$ cat config.mk
export PLATFORM = sky130hd
export DESIGN_NAME = spi_ram_wrapper
export DESIGN_NICKNAME = d
export VERILOG_FILES = /design/src/rtl/spi_ram_pkg.sv /design/src/rtl/spi_ram_wrapper_slave.sv /design/src/rtl/spi_ram_wrapper.sv
export SDC_FILE = /design/constraint.sdc
export NUM_CORES = 2
export LEC_CHECK = 0
export ABC_AREA = 1
export CAP_MARGIN = 20
export CORE_ASPECT_RATIO = 0.5
export CORE_MARGIN = 2
export CORE_UTILIZATION = 55
export CTS_BUF_LIST = sky130_fd_sc_hd__clkbuf_16
export DETAILED_ROUTE_END_ITERATION = 10
export PLACE_DENSITY = 0.73
export RECOVER_POWER = 50
export SETUP_SLACK_MARGIN = 0.15
export SLEW_MARGIN = 20
export SYNTH_ARGS = -nofsm -noshare
export SYNTH_HDL_FRONTEND = slang
export SYNTH_HIERARCHICAL = 1
export SYNTH_SLANG_ARGS = --single-unit
$ cat constraint.sdc
create_clock -name clk -period 2 [get_ports clk]
set_input_delay 0.3 -clock clk [delete_from_list [all_inputs] [get_ports clk]]
set_output_delay 0.3 -clock clk [all_outputs]
set_load 0.1 [all_outputs]
$ cat src/rtl/spi_ram_pkg.sv
// Shared types and defaults for the SPI loopback RAM subsystem.
// Opcodes, master/slave state encodings and the default field widths live here.
package spi_ram_pkg;

    localparam int ADDR_W = 8;
    localparam int DATA_W = 8;
    localparam int CMD_W  = 10;

    typedef enum logic [1:0] {
        OP_WR_ADDR = 2'b00,
        OP_WR_DATA = 2'b01,
        OP_RD_ADDR = 2'b10,
        OP_RD_DATA = 2'b11
    } opcode_e;

    typedef enum logic [2:0] {
        M_IDLE    = 3'd0,
        M_SEND    = 3'd1,
        M_WAIT_RD = 3'd2,
        M_RECV    = 3'd3,
        M_DONE    = 3'd4
    } mst_state_e;

    typedef enum logic [1:0] {
        S_IDLE    = 2'd0,
        S_CHK_CMD = 2'd1,
        S_RX      = 2'd2,
        S_TX      = 2'd3
    } slv_state_e;

    // Opcode field of a received command word.
    function automatic opcode_e cmd_opcode(input logic [CMD_W-1:0] cmd);
        return opcode_e'(cmd[CMD_W-1 -: 2]);
    endfunction

endpackage

$ cat src/rtl/spi_ram_wrapper_slave.sv
// SPI slave fronting a 2**ADDR_W x DATA_W RAM with write/read address registers.
// A command is shifted in MSB first on ss_n low; the command executes one cycle
// after its last bit (CHK_CMD). A read command answers with DATA_W bits on MISO.
// Optional macro SPI_ASSERT_EN enables embedded assertions.
module spi_ram_wrapper_slave
    import spi_ram_pkg::*;
#(
    parameter int ADDR_W_P = ADDR_W,
    parameter int DATA_W_P = DATA_W,
    parameter int CMD_W_P  = CMD_W
) (
    input  logic clk,
    input  logic rst_n,
    input  logic ss_n,
    input  logic mosi,
    output logic miso,
    output logic valid_miso,
    output logic sready
);

    localparam int DEPTH = 2 ** ADDR_W_P;

    slv_state_e                state_q, state_d;
    logic                      ss_prev_q;
    logic [CMD_W_P-2:0]        rx_shift_q, rx_shift_d;
    logic [3:0]                rx_cnt_q, rx_cnt_d;
    logic [CMD_W_P-1:0]        rx_data_q, rx_data_d;
    logic                      rx_valid_q, rx_valid_d;
    logic [DATA_W_P-1:0]       tx_shift_q, tx_shift_d;
    logic [2:0]                tx_cnt_q, tx_cnt_d;
    logic                      miso_q, miso_d;
    logic                      valid_miso_q, valid_miso_d;
    logic [ADDR_W_P-1:0]       wr_addr_q, wr_addr_d;
    logic [ADDR_W_P-1:0]       rd_addr_q, rd_addr_d;
    logic [DATA_W_P-1:0]       ram_q [DEPTH];
    logic                      ram_we_s;
    logic [DATA_W_P-1:0]       ram_wdata_s;
    logic [DATA_W_P-1:0]       rd_word_s;

    assign rd_word_s  = ram_q[rd_addr_q];
    assign miso       = miso_q;
    assign valid_miso = valid_miso_q;
    assign sready     = (state_q == S_IDLE);

    // Slave next-state: receive command, execute it, optionally transmit read data.
    always_comb begin
        state_d      = state_q;
        rx_shift_d   = rx_shift_q;
        rx_cnt_d     = rx_cnt_q;
        rx_data_d    = rx_data_q;
        rx_valid_d   = 1'b0;
        tx_shift_d   = tx_shift_q;
        tx_cnt_d     = tx_cnt_q;
        miso_d       = miso_q;
        valid_miso_d = valid_miso_q;
        wr_addr_d    = wr_addr_q;
        rd_addr_d    = rd_addr_q;
        ram_we_s     = 1'b0;
        ram_wdata_s  = rx_data_q[DATA_W_P-1:0];
        case (state_q)
            S_IDLE: begin
                miso_d       = 1'b0;
                valid_miso_d = 1'b0;
                if (ss_prev_q && !ss_n) begin
                    // First command bit arrives together with the falling edge.
                    rx_shift_d = {rx_shift_q[CMD_W_P-3:0], mosi};
                    rx_cnt_d   = 4'd1;
                    state_d    = S_RX;
                end else begin
                    rx_cnt_d = 4'd0;
                end
            end
            S_RX: begin
                if (ss_n) begin
                    state_d = S_IDLE;
                end else begin
                    rx_shift_d = {rx_shift_q[CMD_W_P-3:0], mosi};
                    rx_cnt_d   = rx_cnt_q + 4'd1;
                    if (rx_cnt_q == 4'(CMD_W_P - 1)) begin
                        rx_data_d  = {rx_shift_q, mosi};
                        rx_valid_d = 1'b1;
                        state_d    = S_CHK_CMD;
                    end else begin
                        state_d = S_RX;
                    end
                end
            end
            S_CHK_CMD: begin
                // The command is already complete here, so it executes even if
                // the master has already raised ss_n.
                state_d = S_IDLE;
                if (rx_valid_q) begin
                    case (cmd_opcode(rx_data_q))
                        OP_WR_ADDR: wr_addr_d = rx_data_q[ADDR_W_P-1:0];
                        OP_WR_DATA: ram_we_s  = 1'b1;
                        OP_RD_ADDR: rd_addr_d = rx_data_q[ADDR_W_P-1:0];
                        OP_RD_DATA: begin
                            miso_d       = rd_word_s[DATA_W_P-1];
                            tx_shift_d   = {rd_word_s[DATA_W_P-2:0], 1'b0};
                            valid_miso_d = 1'b1;
                            tx_cnt_d     = 3'd0;
                            state_d      = S_TX;
                        end
                        default: state_d = S_IDLE;
                    endcase
                end else begin
                    state_d = S_IDLE;
                end
            end
            S_TX: begin
                if (ss_n || (tx_cnt_q == 3'(DATA_W_P - 1))) begin
                    miso_d       = 1'b0;
                    valid_miso_d = 1'b0;
                    state_d      = S_IDLE;
                end else begin
                    miso_d     = tx_shift_q[DATA_W_P-1];
                    tx_shift_d = {tx_shift_q[DATA_W_P-2:0], 1'b0};
                    tx_cnt_d   = tx_cnt_q + 3'd1;
                end
            end
            default: state_d = S_IDLE;
        endcase
    end

    // Slave state and datapath registers.
    always_ff @(posedge clk or negedge rst_n) begin
        if (!rst_n) begin
            state_q      <= S_IDLE;
            ss_prev_q    <= 1'b1;
            rx_shift_q   <= '0;
            rx_cnt_q     <= 4'd0;
            rx_data_q    <= '0;
            rx_valid_q   <= 1'b0;
            tx_shift_q   <= '0;
            tx_cnt_q     <= 3'd0;
            miso_q       <= 1'b0;
            valid_miso_q <= 1'b0;
            wr_addr_q    <= '0;
            rd_addr_q    <= '0;
        end else begin
            state_q      <= state_d;
            ss_prev_q    <= ss_n;
            rx_shift_q   <= rx_shift_d;
            rx_cnt_q     <= rx_cnt_d;
            rx_data_q    <= rx_data_d;
            rx_valid_q   <= rx_valid_d;
            tx_shift_q   <= tx_shift_d;
            tx_cnt_q     <= tx_cnt_d;
            miso_q       <= miso_d;
            valid_miso_q <= valid_miso_d;
            wr_addr_q    <= wr_addr_d;
            rd_addr_q    <= rd_addr_d;
        end
    end

    // RAM array: cleared on reset, single write port.
    always_ff @(posedge clk or negedge rst_n) begin
        if (!rst_n) begin
            for (int i = 0; i < DEPTH; i++) begin
                ram_q[i] <= '0;
            end
        end else if (ram_we_s) begin
            ram_q[wr_addr_q] <= ram_wdata_s;
        end
    end

`ifdef SPI_ASSERT_EN
    a_valid_miso_tx: assert property (@(posedge clk) disable iff (!rst_n)
        valid_miso_q |-> (state_q == S_TX));
`endif

endmodule

$ cat src/rtl/spi_ram_wrapper.sv
// SPI loopback test vehicle: parallel command port -> SPI master -> SPI slave + RAM.
// The master FSM lives here; the slave and RAM are in spi_ram_wrapper_slave.
// Optional macro SPI_ASSERT_EN enables embedded protocol assertions.
module spi_ram_wrapper
    import spi_ram_pkg::*;
#(
    parameter int ADDR_W_P = ADDR_W,
    parameter int DATA_W_P = DATA_W,
    parameter int CMD_W_P  = CMD_W
) (
    input  logic                clk,
    input  logic                rst_n,
    input  logic [CMD_W_P-1:0]  data_in,
    input  logic                start,
    output logic                busy,
    output logic                done,
    output logic [DATA_W_P-1:0] data_out
);

    mst_state_e           state_q, state_d;
    logic [1:0]           op_q, op_d;
    logic [CMD_W_P-2:0]   cmd_q, cmd_d;
    logic [3:0]           bit_cnt_q, bit_cnt_d;
    logic [DATA_W_P-2:0]  rx_shift_q, rx_shift_d;
    logic                 ss_n_q, ss_n_d;
    logic                 mosi_q, mosi_d;
    logic                 busy_q, busy_d;
    logic                 done_q, done_d;
    logic [DATA_W_P-1:0]  data_out_q, data_out_d;
    logic [DATA_W_P-1:0]  rx_word_s;
    logic                 miso_s;
    logic                 valid_miso_s;
    logic                 sready_s;

    assign busy     = busy_q;
    assign done     = done_q;
    assign data_out = data_out_q;
    assign rx_word_s = {rx_shift_q, miso_s};

    // Master next-state: capture, shift command out, optionally collect read data.
    always_comb begin
        state_d    = state_q;
        op_d       = op_q;
        cmd_d      = cmd_q;
        bit_cnt_d  = bit_cnt_q;
        rx_shift_d = rx_shift_q;
        ss_n_d     = ss_n_q;
        mosi_d     = mosi_q;
        busy_d     = busy_q;
        done_d     = 1'b0;
        data_out_d = data_out_q;
        case (state_q)
            M_IDLE: begin
                ss_n_d = 1'b1;
                mosi_d = 1'b0;
                busy_d = 1'b0;
                if (start) begin
                    // MSB goes out right away; the rest is shifted from cmd_q.
                    op_d      = data_in[CMD_W_P-1 -: 2];
                    cmd_d     = data_in[CMD_W_P-2:0];
                    mosi_d    = data_in[CMD_W_P-1];
                    ss_n_d    = 1'b0;
                    busy_d    = 1'b1;
                    bit_cnt_d = 4'd0;
                    state_d   = M_SEND;
                end else begin
                    state_d = M_IDLE;
                end
            end
            M_SEND: begin
                if (bit_cnt_q == 4'(CMD_W_P - 1)) begin
                    mosi_d = 1'b0;
                    if (op_q == OP_RD_DATA) begin
                        state_d = M_WAIT_RD;
                    end else begin
                        ss_n_d  = 1'b1;
                        busy_d  = 1'b0;
                        done_d  = 1'b1;
                        state_d = M_DONE;
                    end
                end else begin
                    mosi_d    = cmd_q[CMD_W_P-2];
                    cmd_d     = {cmd_q[CMD_W_P-3:0], 1'b0};
                    bit_cnt_d = bit_cnt_q + 4'd1;
                end
            end
            M_WAIT_RD: begin
                // Turnaround cycle while the slave fetches the RAM word.
                bit_cnt_d = 4'd0;
                state_d   = M_RECV;
            end
            M_RECV: begin
                if (valid_miso_s) begin
                    rx_shift_d = rx_word_s[DATA_W_P-2:0];
                end else begin
                    rx_shift_d = rx_shift_q;
                end
                if (bit_cnt_q == 4'(DATA_W_P - 1)) begin
                    data_out_d = rx_word_s;
                    ss_n_d     = 1'b1;
                    busy_d     = 1'b0;
                    done_d     = 1'b1;
                    state_d    = M_DONE;
                end else begin
                    bit_cnt_d = bit_cnt_q + 4'd1;
                end
            end
            M_DONE: begin
                // Start is ignored during the done cycle.
                state_d = M_IDLE;
            end
            default: state_d = M_IDLE;
        endcase
    end

    // Master state and output registers.
    always_ff @(posedge clk or negedge rst_n) begin
        if (!rst_n) begin
            state_q    <= M_IDLE;
            op_q       <= 2'b00;
            cmd_q      <= '0;
            bit_cnt_q  <= 4'd0;
            rx_shift_q <= '0;
            ss_n_q     <= 1'b1;
            mosi_q     <= 1'b0;
            busy_q     <= 1'b0;
            done_q     <= 1'b0;
            data_out_q <= '0;
        end else begin
            state_q    <= state_d;
            op_q       <= op_d;
            cmd_q      <= cmd_d;
            bit_cnt_q  <= bit_cnt_d;
            rx_shift_q <= rx_shift_d;
            ss_n_q     <= ss_n_d;
            mosi_q     <= mosi_d;
            busy_q     <= busy_d;
            done_q     <= done_d;
            data_out_q <= data_out_d;
        end
    end

    spi_ram_wrapper_slave #(
        .ADDR_W_P (ADDR_W_P),
        .DATA_W_P (DATA_W_P),
        .CMD_W_P  (CMD_W_P)
    ) u_slave (
        .clk        (clk),
        .rst_n      (rst_n),
        .ss_n       (ss_n_q),
        .mosi       (mosi_q),
        .miso       (miso_s),
        .valid_miso (valid_miso_s),
        .sready     (sready_s)
    );

`ifdef SPI_ASSERT_EN
    a_ss_len_short: assert property (@(posedge clk) disable iff (!rst_n)
        ($fell(ss_n_q) && (op_q != OP_RD_DATA)) |-> (!ss_n_q) [*10] ##1 ss_n_q);
    a_ss_len_read: assert property (@(posedge clk) disable iff (!rst_n)
        ($fell(ss_n_q) && (op_q == OP_RD_DATA)) |-> (!ss_n_q) [*19] ##1 ss_n_q);
    a_done_pulse: assert property (@(posedge clk) disable iff (!rst_n)
        done_q |=> !done_q);
    a_done_not_busy: assert property (@(posedge clk) disable iff (!rst_n)
        !(done_q && busy_q));
    a_start_ignored: assert property (@(posedge clk) disable iff (!rst_n)
        (busy_q && start) |=> $stable(op_q));
    a_sready_idle: assert property (@(posedge clk) disable iff (!rst_n)
        (!ss_n_q && busy_q && (state_q == M_SEND) && (bit_cnt_q > 4'd1)) |-> !sready_s);
`else
    logic unused_s;
    assign unused_s = sready_s;
`endif

endmodule

==> impl_metrics.csv <==
group,metric,value,unit
worst_setup_path,worst-endpoint-arrival,3.39,ns
worst_setup_path,critPathLaunchType,"flip-flop",
job,max_cap_viol_count,0,
routing,vias_per_cell,6.18,
clock_tree,clock_sinks,2140,
synth,syn_avg_cell_area,8.16,um2
sta,finalSetupViolCount,2037,
sta,rsz0062_at_grt,"yes",
cells_and_area,final_common_cell,"nand2_1",
synth,postSynthCellCount,11900,
sta,min_period_over_period,1.33,
synth,synth_top_area_frac,0.551,
synth,ys_top_cells_by_area,"dfrtp_1 55%, nand2_1 15%, o21ai_0 8.3%",
worst_setup_path,crit_cells,18,
clock_tree,worstSkewPairLatency,0.88,ns
power_and_ir_drop,clkPwrFrac,0.423,
cells_and_area,areaGrowthSynthToFinish,23.5,%
global_route,antenna_found_initial,3,
sta,fin_worst_skew,0.0453,ns
worst_setup_path,critical_path_class,"flip-flop to flip-flop",
die,ios,23,
outcome,violations,"setup timing",
routing,dr.pass1.iters,9,
synth,synth_cell_types,38,
worst_setup_path,cp-end-kind,"flip-flop",
sta,slew_violations,0,
power_and_ir_drop,p_int,0.0653,W
synth,synth_area,0.0972,mm2
sta,fmax,377,MHz
routing,wirelength,334,mm
synth,yosys.area.top_type,"dfrtp_1",
worst_setup_path,cpMostUsedCell,"nand2_1",
synth,synth_seq_area_share,0.551,
worst_setup_path,r2r_cells,18,
placed_design,gp_congestion,0.944,
power_and_ir_drop,seq_power_share,0.502,
clock_tree,numCtsBuffers,195,
power_and_ir_drop,finalPower,0.0877,W
cells_and_area,final_cell_mix,"3572 x nand2_1, 2133 x dfrtp_1, 1357 x nand3_1, 1257 x o21ai_0, 988 x o21ai_1",
power_and_ir_drop,p_leak,51.9,nW
cells_and_area,post-route-util,0.682,
worst_setup_path,path_cells,"buf_12, buf_12, clkinv_16, buf_4, buf_4, buf_8, nand2_1, nand3_1, nand3_1, nand3_1, nand3_2, nand3_4, nand3_2, nand3_1, nand2_1, nand2_1, nand2_1, nand2_1",
cells_and_area,fin_cells,14700,
sta,max_slew_margin,0.195,
worst_setup_path,worst-path-max-fanout,14,
worst_setup_path,slowest_stage,"dfrtp_4",
global_route,overflow,0,
power_and_ir_drop,powerDensity,731,mW/mm2
placed_design,hpwl,196,mm
worst_hold_path,whs_path_depth,5,
power_and_ir_drop,share_comb_of_total_power,0.075,
worst_hold_path,hold_path.class,"primary input to flip-flop",
die,rows,109,
worst_setup_path,path_buf_inv,6,
cells_and_area,drive_gt1_frac,0.181,
global_route,grt_use_total,0.347,
worst_setup_path,cpPeakStageDelay,0.47,ns
cells_and_area,nNetsFinal,12200,
global_route,grt_pass1_vias,82300,
sta,setup_ws,-0.654,ns
power_and_ir_drop,ir_worst_vdd,1.27,mV
synth,ys_seq_elements,2140,
global_route,grt_max_degree,104,
die,die_y,301,um
placed_design,dp_cells,14100,
worst_setup_path,crit_family,"simple AND/OR/NAND/NOR gates",
placed_design,io_buffers,22,
clock_tree,root_buffer,"clkbuf_16",
synth,yosys_warnings,6,
sta,finalHoldViolCount,0,
routing,first_iter_violations,14200,
power_and_ir_drop,swShare,0.256,
clock_tree,cts_tree,"yes",
die,die_area,0.180,mm2
placed_design,place_ws,-0.714,ns
die,initial_core_util,0.552,
worst_setup_path,required,2.74,ns
clock_tree,h-tree-depth,4,
die,die_w,598,um
outcome,status,"finished with violations",
routing,ant_nets,0,
global_route,grt_pass1_wl,488,mm
sta,worstMarginPinSlew,1.21,ns
power_and_ir_drop,switching_power,0.0225,W
clock_tree,cts_buffer_depth,4,
routing,via_count,90800,
sta,fin_crit,2.65,ns
routing,routedWlPerCell,22.7,um
clock_tree,clkTransAtPathRegs,0.07,ns
die,core-area,0.176,mm2
synth,syn_nets,11900,
routing,drc_errors,0,
## logic make-up after synthesis
| kind of cell | share of synthesized area |
|---|---|
| AOI/OAI and AO/OA | 0.139 |
| xor gates and xnor gates | 0.0000901 |
| adders and majority gates | 0.00129 |
| buffers and inverters | 0.0513 |
| DFF | 0.551 |
| muxes | 0.000348 |
| and+or+nand+nor | 0.257 |
## worst paths after layout
path | from | to | slack, ns
worst max register to register | u_slave/rd_addr_q[0] | u_slave/tx_shift_q[4] | -0.65
worst min-delay path | data_in[6] | cmd_q[6] | 0.08
worst min register to register | cmd_q[4] | cmd_q[4] | 0.47
max in group asynchronous | rst_n | u_slave/ram_q[1055] | -0.08
min in group asynchronous | rst_n | u_slave/ram_q[1559] | 0.79
worst max-delay path | u_slave/rd_addr_q[0] | u_slave/tx_shift_q[4] | -0.65
## final cells by class
class                           count  area (um2)
Timing Repair Buffer             1023       13200
Sequential cell                  2140       53600
Multi-Input combinational cell   8668       43600
Tap cell                         2386        2990
Clock inverter                    144        1110
Fill cell                       13300       56000
Clock buffer                      197        4930
Antenna cell                        2        5.00
Timing Repair inverter              2        50.0
Inverter                          136         633
## flip-flops by register name, indices dropped and copies added (netlist names), 3 cells and up
name and cells:
bit_cnt_q 4, cmd_q 9, data_out 8, rx_shift_q 7, state_q 3, u_slave/ram_q 2048
u_slave/rd_addr_q 8, u_slave/rx_cnt_q 4, u_slave/rx_data_q 10, u_slave/rx_shift_q 9, u_slave/tx_cnt_q 3, u_slave/tx_shift_q 7
u_slave/wr_addr_q 8
## per-layer routing
metal	GRT usage	part of all wire	routed length, um
met1	0.505	0.39	132000
met2	0.501	0.43	144000
met3	0.0899	0.13	44100
met4	0.128	0.042	13900
met5	0.00288	0.00075	251
## cell usage after synthesis, drive strengths merged
master  instances
a21oi          75
mux2            3
nor3           21
o211ai          1
dfstp           2
nand4           6
o22ai         134
a22oi           1
dfrtp        2138
nand3        1568
a32o            2
ha             10
clkbuf        450
nand2        4059
inv           135
xnor2           1
o21ai        2431
nor2          342
clkinv          1
buf           523
## timing repair
item | in CTS | in global routing
cloned | 29 | 74
setup endpoints to repair | 2044 | 2096
setup buffers | 43 | 81
hold endpoints to repair | 1694 | 0
hold buffers | 5 | 0
gates resized for setup | 318 | 1483
pin swaps | 11 | 111
## power by group through the flow
stage / clock network (W) / registers, W / logic, W
finish: 0.0371 / 0.0440 / 0.00659
global route: 0.0392 / 0.0440 / 0.00704
CTS: 0.0373 / 0.0440 / 0.00644
detailed placement: 0 / 0.0448 / 0.00640
global placement: 0 / 0.0448 / 0.00632
floorplan: 0 / 0.0448 / 0.00282
## worst register-to-register path, stage by stage (launching register included)
cell	delay, ns
dfrtp_4	0.47
buf_12	0.19
buf_12	0.16
clkinv_16	0.12
buf_4	0.18
buf_4	0.16
buf_8	0.15
nand2_1	0.11
nand3_1	0.09
nand3_1	0.13
nand3_1	0.13
nand3_2	0.14
nand3_4	0.11
nand3_2	0.08
nand3_1	0.09
nand2_1	0.08
nand2_1	0.05
nand2_1	0.06
nand2_1	0.05
## per-stage QoR
stage	area [um2]	hold slack (ns)	setup TNS [ns]
4_1_cts	114000	0.0435	-148.95
5_1_grt	120000	0.0964	-586.46
6_report	120000	0.0763	-427.55
2_1_floorplan	98000	0.00441	-0.0542
3_5_place_dp	105000	0.190	-36.41
3_3_place_gp	105000	0.194	-20.74
(Power assumes the default switching activity.)
